$ cat config.mk
export PLATFORM = sky130hd
export DESIGN_NAME = alu4_arb
export DESIGN_NICKNAME = d
export VERILOG_FILES = /design/src/rtl/alu4_arb.sv
export SDC_FILE = /design/constraint.sdc
export NUM_CORES = 1
export LEC_CHECK = 0
export BUFFER_PORTS_ARGS = -buffer_cell sky130_fd_sc_hd__buf_2
export CAP_MARGIN = 40
export CORE_ASPECT_RATIO = 0.5
export CORE_MARGIN = 2
export CORE_UTILIZATION = 57
export DETAILED_ROUTE_END_ITERATION = 8
export GPL_TIMING_DRIVEN = 0
export PLACE_DENSITY = 0.94
export SETUP_SLACK_MARGIN = 0.2
export SYNTH_ARGS = -nofsm -noshare
export SYNTH_HDL_FRONTEND = slang
export SYNTH_SLANG_ARGS = --single-unit
$ cat constraint.sdc
create_clock -name clk -period 5.2 [get_ports clk]
set_clock_uncertainty 0.2 [all_clocks]
set_input_delay 0.26 -clock clk [delete_from_list [all_inputs] [get_ports clk]]
set_output_delay 0.26 -clock clk [all_outputs]
set_load 0.01 [all_outputs]
$ cat src/rtl/alu4_arb.sv
// -----------------------------------------------------------------------------
// alu4_arb -- round-robin scheduler sharing one combinational ALU4 between two
// requesters (A and B). One request is granted at a time. Its opcode and
// operands are captured at the handshake and then drive the ALU for one cycle.
// The result is registered into a single-entry output stage that is tagged
// with the source. Back-to-back operations take three cycles:
// grant, execute, and result handshake.
//
// Optional feature macro: ALU4_ARB_STATS_EN
//   When defined, saturating per-requester grant counters a_cnt/b_cnt are
//   added (width CNT_W). When undefined, the counters and ports are absent.
//
// Ports
//   clk                       clock, rising edge
//   rst                       asynchronous reset, active high
//   a_valid/a_op/a_lt/a_rt    requester A request (opcode, left, right)
//   a_ready                   A accepted this cycle (combinational grant)
//   b_valid/b_op/b_lt/b_rt    requester B request
//   b_ready                   B accepted this cycle
//   r_valid/r_ready           result stage handshake
//   r_data                    registered ALU result
//   r_src                     0 = result for A, 1 = result for B
//   a_cnt/b_cnt               grant counters (ALU4_ARB_STATS_EN only)
// -----------------------------------------------------------------------------

// -----------------------------------------------------------------------------
// alu4 -- shared 4-bit combinational ALU. Arithmetic wraps at 4 bits and the
// carry is discarded. Undefined opcodes produce zero.
//   op_i  opcode
//   lt_i  left operand
//   rt_i  right operand
//   y_o   result
// -----------------------------------------------------------------------------
module alu4 (
  input  logic [3:0] op_i,
  input  logic [3:0] lt_i,
  input  logic [3:0] rt_i,
  output logic [3:0] y_o
);

  // Opcode decode for the shared datapath
  always_comb begin
    y_o = 4'h0;
    case (op_i)
      4'b0000: y_o = lt_i & rt_i;                          // AND
      4'b0001: y_o = lt_i | rt_i;                          // OR
      4'b0010: y_o = lt_i + rt_i;                          // ADD, carry dropped
      4'b0011: y_o = lt_i ^ rt_i;                          // XOR
      4'b0110: y_o = lt_i - rt_i;                          // SUB, borrow dropped
      4'b0111: y_o = {3'b000, (lt_i < rt_i)};              // set-less-than
      4'b1100: y_o = ~(lt_i | rt_i);                       // NOR
      default: y_o = 4'h0;
    endcase
  end

endmodule

module alu4_arb #(
  parameter int unsigned CNT_W = 8
) (
  input  logic             clk,
  input  logic             rst,
  input  logic             a_valid,
  input  logic [3:0]       a_op,
  input  logic [3:0]       a_lt,
  input  logic [3:0]       a_rt,
  output logic             a_ready,
  input  logic             b_valid,
  input  logic [3:0]       b_op,
  input  logic [3:0]       b_lt,
  input  logic [3:0]       b_rt,
  output logic             b_ready,
  output logic             r_valid,
  input  logic             r_ready,
  output logic [3:0]       r_data,
  output logic             r_src
`ifdef ALU4_ARB_STATS_EN
  ,
  output logic [CNT_W-1:0] a_cnt,
  output logic [CNT_W-1:0] b_cnt
`endif
);

  typedef enum logic [1:0] {
    ST_IDLE = 2'b00,
    ST_EXEC = 2'b01,
    ST_HOLD = 2'b10
  } state_t;

  state_t     state_q;
  logic       ptr_q;      // 1 = B wins a tie, 0 = A wins a tie
  logic [3:0] op_q;
  logic [3:0] lt_q;
  logic [3:0] rt_q;
  logic       src_q;
  logic       r_valid_q;
  logic [3:0] r_data_q;
  logic       r_src_q;

  logic       grant_a_s;
  logic       grant_b_s;
  logic [3:0] alu_y_s;

  // Grant selection. Only IDLE can grant. On a tie, ptr picks the winner.
  // Grants are masked while rst is high so that readies stay low during reset.
  always_comb begin
    grant_a_s = 1'b0;
    grant_b_s = 1'b0;
    if ((state_q == ST_IDLE) && !rst) begin
      if (a_valid && b_valid) begin
        grant_a_s = ~ptr_q;
        grant_b_s = ptr_q;
      end else begin
        grant_a_s = a_valid;
        grant_b_s = b_valid;
      end
    end else begin
      grant_a_s = 1'b0;
      grant_b_s = 1'b0;
    end
  end

  assign a_ready = grant_a_s;
  assign b_ready = grant_b_s;

  // The ALU only ever sees the captured operands, so requesters may change
  // their inputs freely once the handshake has happened.
  alu4 u_alu4 (
    .op_i (op_q),
    .lt_i (lt_q),
    .rt_i (rt_q),
    .y_o  (alu_y_s)
  );

  // Scheduler FSM: capture on grant, execute, then hold the result until it is taken
  always_ff @(posedge clk or posedge rst) begin
    if (rst) begin
      state_q   <= ST_IDLE;
      ptr_q     <= 1'b0;
      op_q      <= 4'h0;
      lt_q      <= 4'h0;
      rt_q      <= 4'h0;
      src_q     <= 1'b0;
      r_valid_q <= 1'b0;
      r_data_q  <= 4'h0;
      r_src_q   <= 1'b0;
    end else begin
      case (state_q)
        ST_IDLE: begin
          if (grant_a_s) begin
            op_q    <= a_op;
            lt_q    <= a_lt;
            rt_q    <= a_rt;
            src_q   <= 1'b0;
            state_q <= ST_EXEC;
          end else if (grant_b_s) begin
            op_q    <= b_op;
            lt_q    <= b_lt;
            rt_q    <= b_rt;
            src_q   <= 1'b1;
            state_q <= ST_EXEC;
          end else begin
            state_q <= ST_IDLE;
          end
        end
        ST_EXEC: begin
          r_data_q  <= alu_y_s;
          r_src_q   <= src_q;
          r_valid_q <= 1'b1;
          state_q   <= ST_HOLD;
        end
        ST_HOLD: begin
          if (r_ready) begin
            r_valid_q <= 1'b0;
            // The side just served loses priority on the next tie.
            ptr_q     <= ~r_src_q;
            state_q   <= ST_IDLE;
          end else begin
            state_q   <= ST_HOLD;
          end
        end
        default: begin
          r_valid_q <= 1'b0;
          state_q   <= ST_IDLE;
        end
      endcase
    end
  end

  assign r_valid = r_valid_q;
  assign r_data  = r_data_q;
  assign r_src   = r_src_q;

`ifdef ALU4_ARB_STATS_EN
  logic [CNT_W-1:0] a_cnt_q;
  logic [CNT_W-1:0] a_cnt_d;
  logic [CNT_W-1:0] b_cnt_q;
  logic [CNT_W-1:0] b_cnt_d;

  // Saturating increment: an all-ones count stays at all ones.
  function automatic logic [CNT_W-1:0] sat_inc(input logic [CNT_W-1:0] v);
    logic [CNT_W-1:0] r;
    if (&v) begin
      r = v;
    end else begin
      r = v + CNT_W'(1);
    end
    return r;
  endfunction

  // Next-state for the grant counters. Each grant is a handshake because the
  // ready signal is only raised when the matching valid is high.
  always_comb begin
    a_cnt_d = a_cnt_q;
    b_cnt_d = b_cnt_q;
    if (grant_a_s) begin
      a_cnt_d = sat_inc(a_cnt_q);
    end else begin
      a_cnt_d = a_cnt_q;
    end
    if (grant_b_s) begin
      b_cnt_d = sat_inc(b_cnt_q);
    end else begin
      b_cnt_d = b_cnt_q;
    end
  end

  // Grant counter registers
  always_ff @(posedge clk or posedge rst) begin
    if (rst) begin
      a_cnt_q <= '0;
      b_cnt_q <= '0;
    end else begin
      a_cnt_q <= a_cnt_d;
      b_cnt_q <= b_cnt_d;
    end
  end

  assign a_cnt = a_cnt_q;
  assign b_cnt = b_cnt_q;
`endif

endmodule

==> flow_metrics.py, run 1 <==
metrics = {
    "floorplan": {
        "die_y_um": 40.5,
        "rows": 13,
        "boundaryPins": 37,
        "die_w_um": 77.1,
        "die-area_um2": 3130,
        "start_util": 0.593,
        "core-area_um2": 2570,
    },
    "route": {
        "drtPass1Iterations": 4,
        "drt_iter0_markers": 136,
        "post-route-drc-count": 0,
        "wl_um": 3740,
        "viasPerCell": 5.76,
        "num_vias": 1445,
        "final_antenna_net_count": 0,
        "wl_per_cell_um": 14.9,
    },
    "power_and_ir_drop": {
        "comb_power_share": 0.580,
        "seqPwrFrac": 0.278,
        "ir_drop_mv": 0.335,
        "internal_power_uw": 647,
        "p_sw_uw": 514,
        "switching_share": 0.443,
        "power_leakage_uw": 0.000932,
        "pwr-share-clk": 0.142,
        "powerDensity_nw_per_um2": 625,
    },
    "yosys": {
        "syn_area_um2": 1520,
        "dominantRegCellSynth": "dfrtp_1",
        "ys_warn_count": 0,
        "synth_top_area_cell": "dfrtp_1",
        "synth_top_area_share": 0.362,
        "syn_area_per_cell_um2": 8.85,
        "ys_types": 40,
        "ys_async_sr_fraction": 1.00,
        "netlist_instances": 172,
        "ys_seq_area_frac": 0.362,
        "synth_area_leaders": "dfrtp_1, ha_1, nand2_1",
        "syn_nets": 215,
        "synth_seq_cells": 22,
        "synth-edff-count": 0,
    },
    "timing": {
        "hold_viol": 0,
        "min_period_ns": 2.39,
        "finalSetupViolCount": 0,
        "final_max_slew_viol_count": 0,
        "tightest_slew_ns": 0.453,
        "fin_crit_sh": 0.459,
        "rsz0062_at_grt": "no",
        "setup_tns_ns": 0,
        "relSlewSlack": 0.698,
        "fmax_ghz": 0.419,
        "setup_ws_ns": 2.81,
    },
    "clock_tree": {
        "cts_sinks": 22,
        "htreeDepth": 1,
        "cts_setup_buffers": 0,
        "hold_buffers": 1,
        "postCtsResizedCells": 0,
        "cts.clk_slew.worst_paths_ns": 0.08,
        "cts_root_buffer": "clkbuf_8",
        "cts_tree": "yes",
        "clockBufferDepth": 2,
        "numCtsBuffers": 3,
        "clock_latency_ns": 0.27,
    },
    "placement": {
        "post-place-ws_ns": 3.01,
        "dpl.hpwl_um": 2760,
        "portBuffers": 36,
        "gp_congestion": 0.910,
    },
    "worst_setup_path": {
        "critPathLaunchType": "input port",
        "cp-end-kind": "primary output",
        "cp.buffers_inverters": 5,
        "cp_top_family": "buffers and inverters",
        "crit_required_ns": 4.74,
        "critPathMaxFanout": 10,
        "critPathMaxStageDelay_ns": 0.53,
        "crit_slowest_cell": "dlygate4sd3_1",
        "critPathKind": "in2out",
        "cp.arrival_ns": 1.93,
        "cp_common_cell": "buf_2",
        "worstPathCellList": "dlygate4sd3_1 > buf_2 > nor3_2 > nand3_1 > clkbuf_1 > inv_1 > buf_2",
    },
    "cells_and_area": {
        "nets": 258,
        "area_growth_pct": 22.0,
        "num_antenna_cells": 0,
        "final_layout_size_suffix_gt1_frac": 0.276,
        "fillers": 191,
        "seq_area_um2": 551,
        "multi_input_area_um2": 860,
    },
    "global_route": {
        "antenna_found_initial": 0,
        "grt_first_pass_wirelength_um": 5950,
        "grt_usage": 0.255,
        "overflow": 0,
        "grt_max_degree": 20,
        "first_global_vias": 1343,
    },
    "status": {
        "outcome": "finished clean",
    },
    "run": {
        "drv_cap": 0,
    },
    "hold_path": {
        "hold_path.class": "in2reg",
    },
}
-- registers in the layout, indices dropped and copies added, names as in the netlist --
register  cells
lt_q          4
op_q          4
r_data        4
rt_q          4
state_q       2
ptr_q         1
r_src         1
r_valid       1
src_q         1
-- power by group through the flow --
stage	clock (uW)	sequential (uW)	combinational [uW]
finish	165	323	673
global route	176	334	737
CTS	164	321	663
detailed placement	0	325	657
global placement	0	320	614
floorplan	0	318	495
-- through the flow --
step	util	hold WS (ns)	instances	power (uW)	cell area [um^2]
6_report	0.723	0.0300	251	1160	1860
5_1_grt	0.723	0.0439	251	1250	1860
4_1_cts	0.723	0.0306	251	1150	1860
3_5_place_dp	0.691	-0.000690	246	981	1780
3_3_place_gp	0.681	0.271	245	934	1750
2_1_floorplan	-	0.0492	172	813	1520
-- area by class of cell --
| class | instances | area share |
|---|---|---|
| clock inverters | 1 | 0.0162 |
| repair buffers | 38 | 0.117 |
| clock buffers | 3 | 0.0222 |
| plain buffers | 9 | 0.0263 |
| well taps | 37 | 0.0249 |
| flip-flops and latches | 22 | 0.296 |
| multi-input cells | 124 | 0.463 |
| inverters | 17 | 0.0343 |
-- cell usage in the layout, fill, tap and decap left out, types with 3 or more instances in the layout --
master / synthesis / layout
nor2_1: 13 / 13
ha_1: 12 / 12
o22ai_1: 6 / 6
nand2b_1: 4 / 4
clkbuf_8: 0 / 3
buf_2: 6 / 42
a21oi_1: 4 / 4
o21ai_0: 5 / 5
inv_1: 15 / 15
dfrtp_1: 22 / 22
nand2_1: 32 / 32
o31ai_1: 3 / 3
a31oi_1: 12 / 12
-- synthesized netlist by cell type, types with 2 or more instances --
cell / count
nand2_1: 32
o211ai_1: 2
o21ai_0: 5
o21a_1: 2
nor2_1: 13
inv_2: 2
nand3b_1: 2
o22ai_1: 6
a22oi_1: 2
xor2_1: 2
ha_1: 12
o22a_1: 2
inv_1: 15
dfrtp_1: 22
fa_1: 2
o31ai_1: 3
nand2b_1: 4
buf_2: 6
a32oi_1: 2
clkbuf_1: 2
a31oi_1: 12
a21oi_1: 4
-- path summary, 6_finish.rpt --
path                               from  cells after the start  slack [ns]        end
worst min-delay path            b_rt[2]                      3        0.03    rt_q[2]
worst min register to register    r_src                      1        0.28      ptr_q
worst max register to register  lt_q[1]                      7        2.97  r_data[3]
worst max-delay path                rst                      7        2.81    a_ready
max in group asynchronous           rst                      4        4.20    rt_q[3]
min in group asynchronous           rst                      3        0.25      src_q
-- cell families (layout without fill, tap and decap cells) --
group | after synthesis | in the layout | synth area share
flip-flops | 22 | 22 | 0.362
multiplexers | 1 | 1 | 0.00739
AO/OA/AOI/OAI | 47 | 47 | 0.217
adder cells (fa/ha/maj) | 14 | 14 | 0.125
AND/OR/NAND/NOR | 59 | 59 | 0.193
XOR/XNOR | 3 | 3 | 0.0222
buffers and inverters | 26 | 68 | 0.0740
-- worst register-to-register path: stages, from the launching register on --
cell and delay [ns]:
dfrtp_1 0.47, inv_1 0.12, ha_1 0.35, o21ba_2 0.21
o21ai_0 0.19, xor2_1 0.17, o22ai_1 0.09, a221o_1 0.32
-- per-layer routing --
metal | GRT usage | share of wire
met1 | 0.306 | 0.41
met2 | 0.465 | 0.49
met3 | 0.0608 | 0.077
met4 | 0.116 | 0.019
met5 | 0 | 0
No activity file was read; power rests on OpenSTA's default activity.
==> run 2, diff against run 1 <==
--- a/config.mk
+++ b/config.mk
@@ -9,10 +9,10 @@
 export CAP_MARGIN = 40
 export CORE_ASPECT_RATIO = 0.5
 export CORE_MARGIN = 2
-export CORE_UTILIZATION = 57
+export CORE_UTILIZATION = 53
 export DETAILED_ROUTE_END_ITERATION = 8
 export GPL_TIMING_DRIVEN = 0
-export PLACE_DENSITY = 0.94
+export PLACE_DENSITY = 0.89
 export SETUP_SLACK_MARGIN = 0.2
 export SYNTH_ARGS = -nofsm -noshare
 export SYNTH_HDL_FRONTEND = slang
==> constraint.sdc (replaced) <==
create_clock -name clk -period 2.4 [get_ports clk]
set_clock_uncertainty 0.2 [all_clocks]
set_input_delay 0.12 -clock clk [delete_from_list [all_inputs] [get_ports clk]]
set_output_delay 0.12 -clock clk [all_outputs]
set_load 0.01 [all_outputs]
==> run 2 against run 1 <==
- the flow now finishes with violations (DRC)
- hold slack improved by 0.14 ns
- first-iteration DRC count up 130%
- setup slack worse by 2.6 ns
- count of clock-buffer cells in the layout unchanged
- flip-flop and latch count unchanged
- die area grew 7.0%
- wire length is 51% higher
- critical endpoint is now r_data[1]
==> flow_metrics.py, run 2 (synthesized netlist as in run 1, its figures left out) <==
metrics = {
    "route": {
        "final_antenna_net_count": 0,
        "post-route-drc-count": 1,
        "drt_iter0_markers": 309,
        "wl_um": 5640,
        "num_vias": 1797,
        "wl_per_cell_um": 20.4,
        "viasPerCell": 6.49,
        "drtPass1Iterations": 7,
    },
    "timing": {
        "hold_viol": 0,
        "relSlewSlack": 0.672,
        "fin_crit_sh": 0.920,
        "min_period_ns": 2.21,
        "tightest_slew_ns": 0.492,
        "rsz0062_at_grt": "yes",
        "finalSetupViolCount": 0,
        "setup_tns_ns": 0,
        "fmax_ghz": 0.453,
        "final_max_slew_viol_count": 0,
    },
    "floorplan": {
        "boundaryPins": 37,
        "die_y_um": 41.9,
        "start_util": 0.571,
        "rows": 13,
        "die-area_um2": 3340,
        "core-area_um2": 2670,
        "die_w_um": 79.8,
    },
    "cells_and_area": {
        "area_growth_pct": 40.8,
        "num_antenna_cells": 0,
        "final_layout_size_suffix_gt1_frac": 0.292,
        "layout_common_cells": "buf_2, nand2_1, dlygate4sd3_1",
        "nets": 284,
        "fillers": 152,
        "final_cell_area_um2": 2140,
        "final_util": 0.804,
        "final_common_cell": "buf_2",
    },
    "placement": {
        "portBuffers": 36,
        "place_area_um2": 1760,
        "dpl.hpwl_um": 2830,
        "gp_congestion": 0.948,
    },
    "worst_setup_path": {
        "r2r_end": "r_data[1]",
        "r2r-start": "rt_q[0]",
        "r2r_cells": 7,
        "worstPathCellList": "ha_1 > inv_1 > fa_1 > a211oi_2 > a21oi_1 > o31ai_1 > a22o_1",
        "critPathMaxStageDelay_ns": 0.47,
        "cp_top_family": "compound AO/OA/AOI/OAI gates",
        "critPathKind": "reg2reg",
        "cp-end-kind": "register",
        "crit_slowest_cell": "dfrtp_2",
        "worst-r2r-setup-slack_ns": 0.19,
        "cp.arrival_ns": 2.23,
        "cp.buffers_inverters": 1,
        "critPathLaunchType": "register",
        "critPathMaxFanout": 4,
        "crit_required_ns": 2.42,
    },
    "power_and_ir_drop": {
        "internal_power_uw": 1500,
        "seqPwrFrac": 0.262,
        "power_leakage_uw": 0.00103,
        "pwr-share-clk": 0.129,
        "ir_drop_mv": 0.714,
        "comb_power_share": 0.609,
        "powerDensity_nw_per_um2": 1330,
        "p_sw_uw": 1350,
        "switching_share": 0.475,
    },
    "global_route": {
        "first_global_vias": 1750,
        "grt_first_pass_wirelength_um": 8420,
        "antenna_found_initial": 0,
        "grt_max_degree": 15,
        "grt_usage": 0.336,
        "overflow": 0,
    },
    "run": {
        "drv_cap": 0,
    },
    "clock_tree": {
        "htreeDepth": 1,
        "cts.clk_slew.worst_paths_ns": 0.09,
        "clockBufferDepth": 2,
        "clock_latency_ns": 0.27,
        "cts_root_buffer": "clkbuf_8",
        "cts_tree": "yes",
        "numCtsBuffers": 3,
        "cts_sinks": 22,
    },
    "status": {
        "outcome": "finished, violations left",
        "violations": "DRC",
    },
    "hold_path": {
        "hold_path.class": "in2async",
    },
}
==> run 2: worst max-delay path by stage <==
stage                     startpoint   endpoint  slack (ns)  depth (start not counted)
after floorplan              lt_q[1]  r_data[3]        0.33                          7
after global placement       lt_q[1]  r_data[3]        0.26                          7
after detailed placement     lt_q[1]  r_data[3]        0.21                          7
after CTS                    lt_q[1]  r_data[3]        0.21                          7
after global routing         lt_q[0]  r_data[0]        0.08                          9
final                        rt_q[0]  r_data[1]        0.19                          7
==> run 2: timing repair <==
item / CTS / global route
buffers inserted: 0 / 1
hold endpoints to repair: 37 / 0
setup endpoints to repair: 0 / 5
gates resized for setup: 0 / 12
hold buffers: 26 / 0
==> run 2: final cells by class <==
class | instances | area [um^2] | share of cell area
buffer | 9 | 48.8 | 0.0228
clock buffer | 3 | 41.3 | 0.0193
clock inverter | 1 | 30.0 | 0.0140
inverter | 17 | 63.8 | 0.0298
multi-input combinational | 124 | 897 | 0.418
sequential | 22 | 554 | 0.258
tap | 37 | 46.3 | 0.0216
timing repair buffer | 64 | 463 | 0.216
==> run 2: worst register-to-register path: stages (launching register included) <==
cell and delay [ns]:
dfrtp_2 0.47, ha_1 0.25, inv_1 0.09, fa_1 0.42, a211oi_2 0.23, a21oi_1 0.06
o31ai_1 0.26, a22o_1 0.17
==> run 2: stage by stage <==
step           power, uW  std cells  hold slack [ns]  setup slack (ns)
2_1_floorplan       1760        172          -0.0908             0.333
6_report            2850        277            0.165             0.192
3_5_place_dp        2110        246          -0.0794             0.208
5_1_grt             2970        277            0.200            0.0785
3_3_place_gp        2030        245            0.151             0.262
4_1_cts             2510        276            0.112             0.210
==> run 2: power groups by stage <==
stage	registers [uW]	logic [uW]	clock network (uW)
6_report	748	1740	368
5_1_grt	760	1840	377
4_1_cts	698	1450	353
3_5_place_dp	707	1400	0
3_3_place_gp	692	1340	0
2_1_floorplan	688	1070	0
==> run 2: layer usage <==
layer / up-vias / global-route usage / part of all wire
met2: 184 / 0.545 / 0.45
met1: 825 / 0.403 / 0.37
met4: 0 / 0.200 / 0.070
met5: - / 0 / 0
met3: 60 / 0.0935 / 0.11
li1: 728 / - / -
==> run 3, diff against run 2 <==
--- a/config.mk
+++ b/config.mk
@@ -6,13 +6,13 @@
 export NUM_CORES = 1
 export LEC_CHECK = 0
 export BUFFER_PORTS_ARGS = -buffer_cell sky130_fd_sc_hd__buf_2
-export CAP_MARGIN = 40
+export CAP_MARGIN = 10
 export CORE_ASPECT_RATIO = 0.5
 export CORE_MARGIN = 2
-export CORE_UTILIZATION = 53
+export CORE_UTILIZATION = 48
 export DETAILED_ROUTE_END_ITERATION = 8
 export GPL_TIMING_DRIVEN = 0
-export PLACE_DENSITY = 0.89
+export PLACE_DENSITY = 0.86
 export SETUP_SLACK_MARGIN = 0.2
 export SYNTH_ARGS = -nofsm -noshare
 export SYNTH_HDL_FRONTEND = slang
==> constraint.sdc (replaced) <==
create_clock -name clk -period 1.9 [get_ports clk]
set_clock_uncertainty 0.2 [all_clocks]
set_input_delay 0.095 -clock clk [delete_from_list [all_inputs] [get_ports clk]]
set_output_delay 0.095 -clock clk [all_outputs]
set_load 0.01 [all_outputs]
==> run 3 against run 2 <==
- the flow finishes with violations (setup timing)
- final cell count is 13% higher
- flip-flop and latch count stayed put
- first-iteration DRC count is 44% higher
- critical endpoint is now r_data[0]
- highest routed layer unchanged
==> flow_metrics.py, run 3 (synthesized netlist as in run 1, its figures left out) <==
metrics = {
    "status": {
        "outcome": "finished, violations left",
        "violations": "setup timing",
    },
    "clock_tree": {
        "numCtsBuffers": 3,
        "cts_tree": "yes",
        "clock_latency_ns": 0.30,
        "cts_root_buffer": "clkbuf_8",
        "cts.clk_slew.worst_paths_ns": 0.11,
        "clockBufferDepth": 2,
        "cts_sinks": 22,
        "htreeDepth": 1,
    },
    "worst_setup_path": {
        "cp-end-kind": "register",
        "critPathMaxFanout": 3,
        "cp.buffers_inverters": 2,
        "cp_top_family": "compound AO/OA/AOI/OAI gates",
        "crit_required_ns": 1.84,
        "cp.arrival_ns": 2.32,
        "crit_slowest_cell": "dfrtp_2",
        "critPathKind": "reg2reg",
        "cp_common_cell": "inv_2",
        "critPathMaxStageDelay_ns": 0.45,
        "critPathLaunchType": "register",
        "worstPathCellList": "inv_2 > ha_4 > inv_2 > fa_2 > nand2b_1 > a21oi_2 > nor3_1 > a21oi_1 > o31ai_1",
    },
    "cells_and_area": {
        "layout_common_cells": "buf_2, dlygate4sd3_1, buf_6",
        "fillers": 99,
        "nets": 315,
        "area_growth_pct": 80.4,
        "final_common_cell": "buf_2",
        "final_layout_size_suffix_gt1_frac": 0.513,
    },
    "hold_path": {
        "hold_path.class": "in2reg",
    },
    "power_and_ir_drop": {
        "powerDensity_nw_per_um2": 1740,
        "comb_power_share": 0.695,
        "ir_drop_mv": 1.20,
        "internal_power_uw": 2460,
        "p_sw_uw": 2330,
        "power_leakage_uw": 0.00128,
        "switching_share": 0.486,
        "seqPwrFrac": 0.204,
        "pwr-share-clk": 0.100,
    },
    "timing": {
        "final_max_slew_viol_count": 0,
        "fmax_ghz": 0.420,
        "fin_crit_sh": 1.25,
        "finalSetupViolCount": 7,
        "tightest_slew_ns": 0.910,
        "min_period_ns": 2.38,
        "hold_viol": 0,
        "rsz0062_at_grt": "yes",
        "setup_ws_ns": -0.479,
        "whs_ns": 0.101,
        "setup_tns_ns": -1.47,
        "relSlewSlack": 0.393,
    },
    "floorplan": {
        "rows": 14,
        "start_util": 0.505,
        "die_w_um": 83.7,
        "die-area_um2": 3670,
        "boundaryPins": 37,
        "die_y_um": 43.8,
        "core-area_um2": 3010,
    },
    "global_route": {
        "grt_max_degree": 23,
        "first_global_vias": 1789,
        "grt_first_pass_wirelength_um": 9200,
        "met1_usage": 0.384,
        "overflow": 0,
        "antenna_found_initial": 1,
        "met2_usage": 0.574,
        "top_usage_layer": "met2",
        "grt_usage": 0.328,
        "gr-usage-met3": 0.0952,
    },
    "placement": {
        "dpl.hpwl_um": 2720,
        "gp_congestion": 0.960,
        "portBuffers": 36,
    },
    "run": {
        "drv_cap": 0,
    },
    "route": {
        "post-route-drc-count": 0,
        "drt_iter0_markers": 445,
        "wl_per_cell_um": 27.3,
        "viasPerCell": 6.68,
        "wl_um": 8520,
        "drtPass1Iterations": 9,
        "final_antenna_net_count": 0,
        "num_vias": 2085,
    },
}
[run 3: cell count changes in the layout (fill, tap and decap cells not counted), sizes merged]
cell / change
clkinv: +1
inv: -1
clkbuf: -2
diode: +1
buf: +33
[run 3: cell type report]
type	count	area, um^2	share of cell area
Buffer	9	88.8	0.0323
Multi-Input combinational cell	124	1150	0.417
Clock buffer	3	41.3	0.0150
Timing Repair Buffer	95	761	0.277
Tap cell	40	50.0	0.0182
Inverter	17	71.3	0.0260
Sequential cell	22	556	0.202
Antenna cell	1	2.50	0.000911
Clock inverter	1	30.0	0.0109
[run 3: per-layer routing]
layer	vias to the layer above	routed length, um
met2	229	3450
met4	0	670
met1	984	3250
li1	793	-
met5	-	0
met3	79	1150
[run 3: power by group through the flow]
stage	sequential [uW]	combinational [uW]	clock, uW
2_1_floorplan	874	1380	0
3_3_place_gp	876	1730	0
3_5_place_dp	893	1810	0
4_1_cts	894	2220	445
5_1_grt	986	3390	478
6_report	978	3330	480
[run 3: worst min-delay path, stage by stage]
cell and delay, ns:
buf_2 0.13, nand3_4 0.15, buf_8 0.14, nand2_1 0.06
[run 3: repair_timing]
item,CTS,global route
resized for setup,26,75
setup endpoints to repair,20,17
gates cloned,0,0
hold buffers,26,0
setup buffers,16,17
pin swaps,13,27
hold endpoints to repair,37,0
[run 3: path summary, 6_finish.rpt]
check / start / to / slack (ns) / cells after the start
hold reg to reg: src_q / src_q / 0.31 / 1
hold / removal: a_valid / state_q[0] / 0.10 / 4
setup / recovery: lt_q[0] / r_data[0] / -0.48 / 9
max in group asynchronous: rst / lt_q[1] / 0.42 / 3
min in group asynchronous: rst / ptr_q / 0.42 / 3
setup reg to reg: lt_q[0] / r_data[0] / -0.48 / 9
[run 3: stage by stage]
stage	area, um^2	total power [uW]	util	setup slack, ns	std cells
after floorplan	1540	2260	-	-0.0273	172
after global placement	1770	2610	0.587	-0.0863	248
after detailed placement	1770	2710	0.587	-0.167	248
after CTS	2310	3560	0.767	-0.0982	294
after global routing	2750	4850	0.912	-0.505	312
final	2750	4780	0.912	-0.479	312
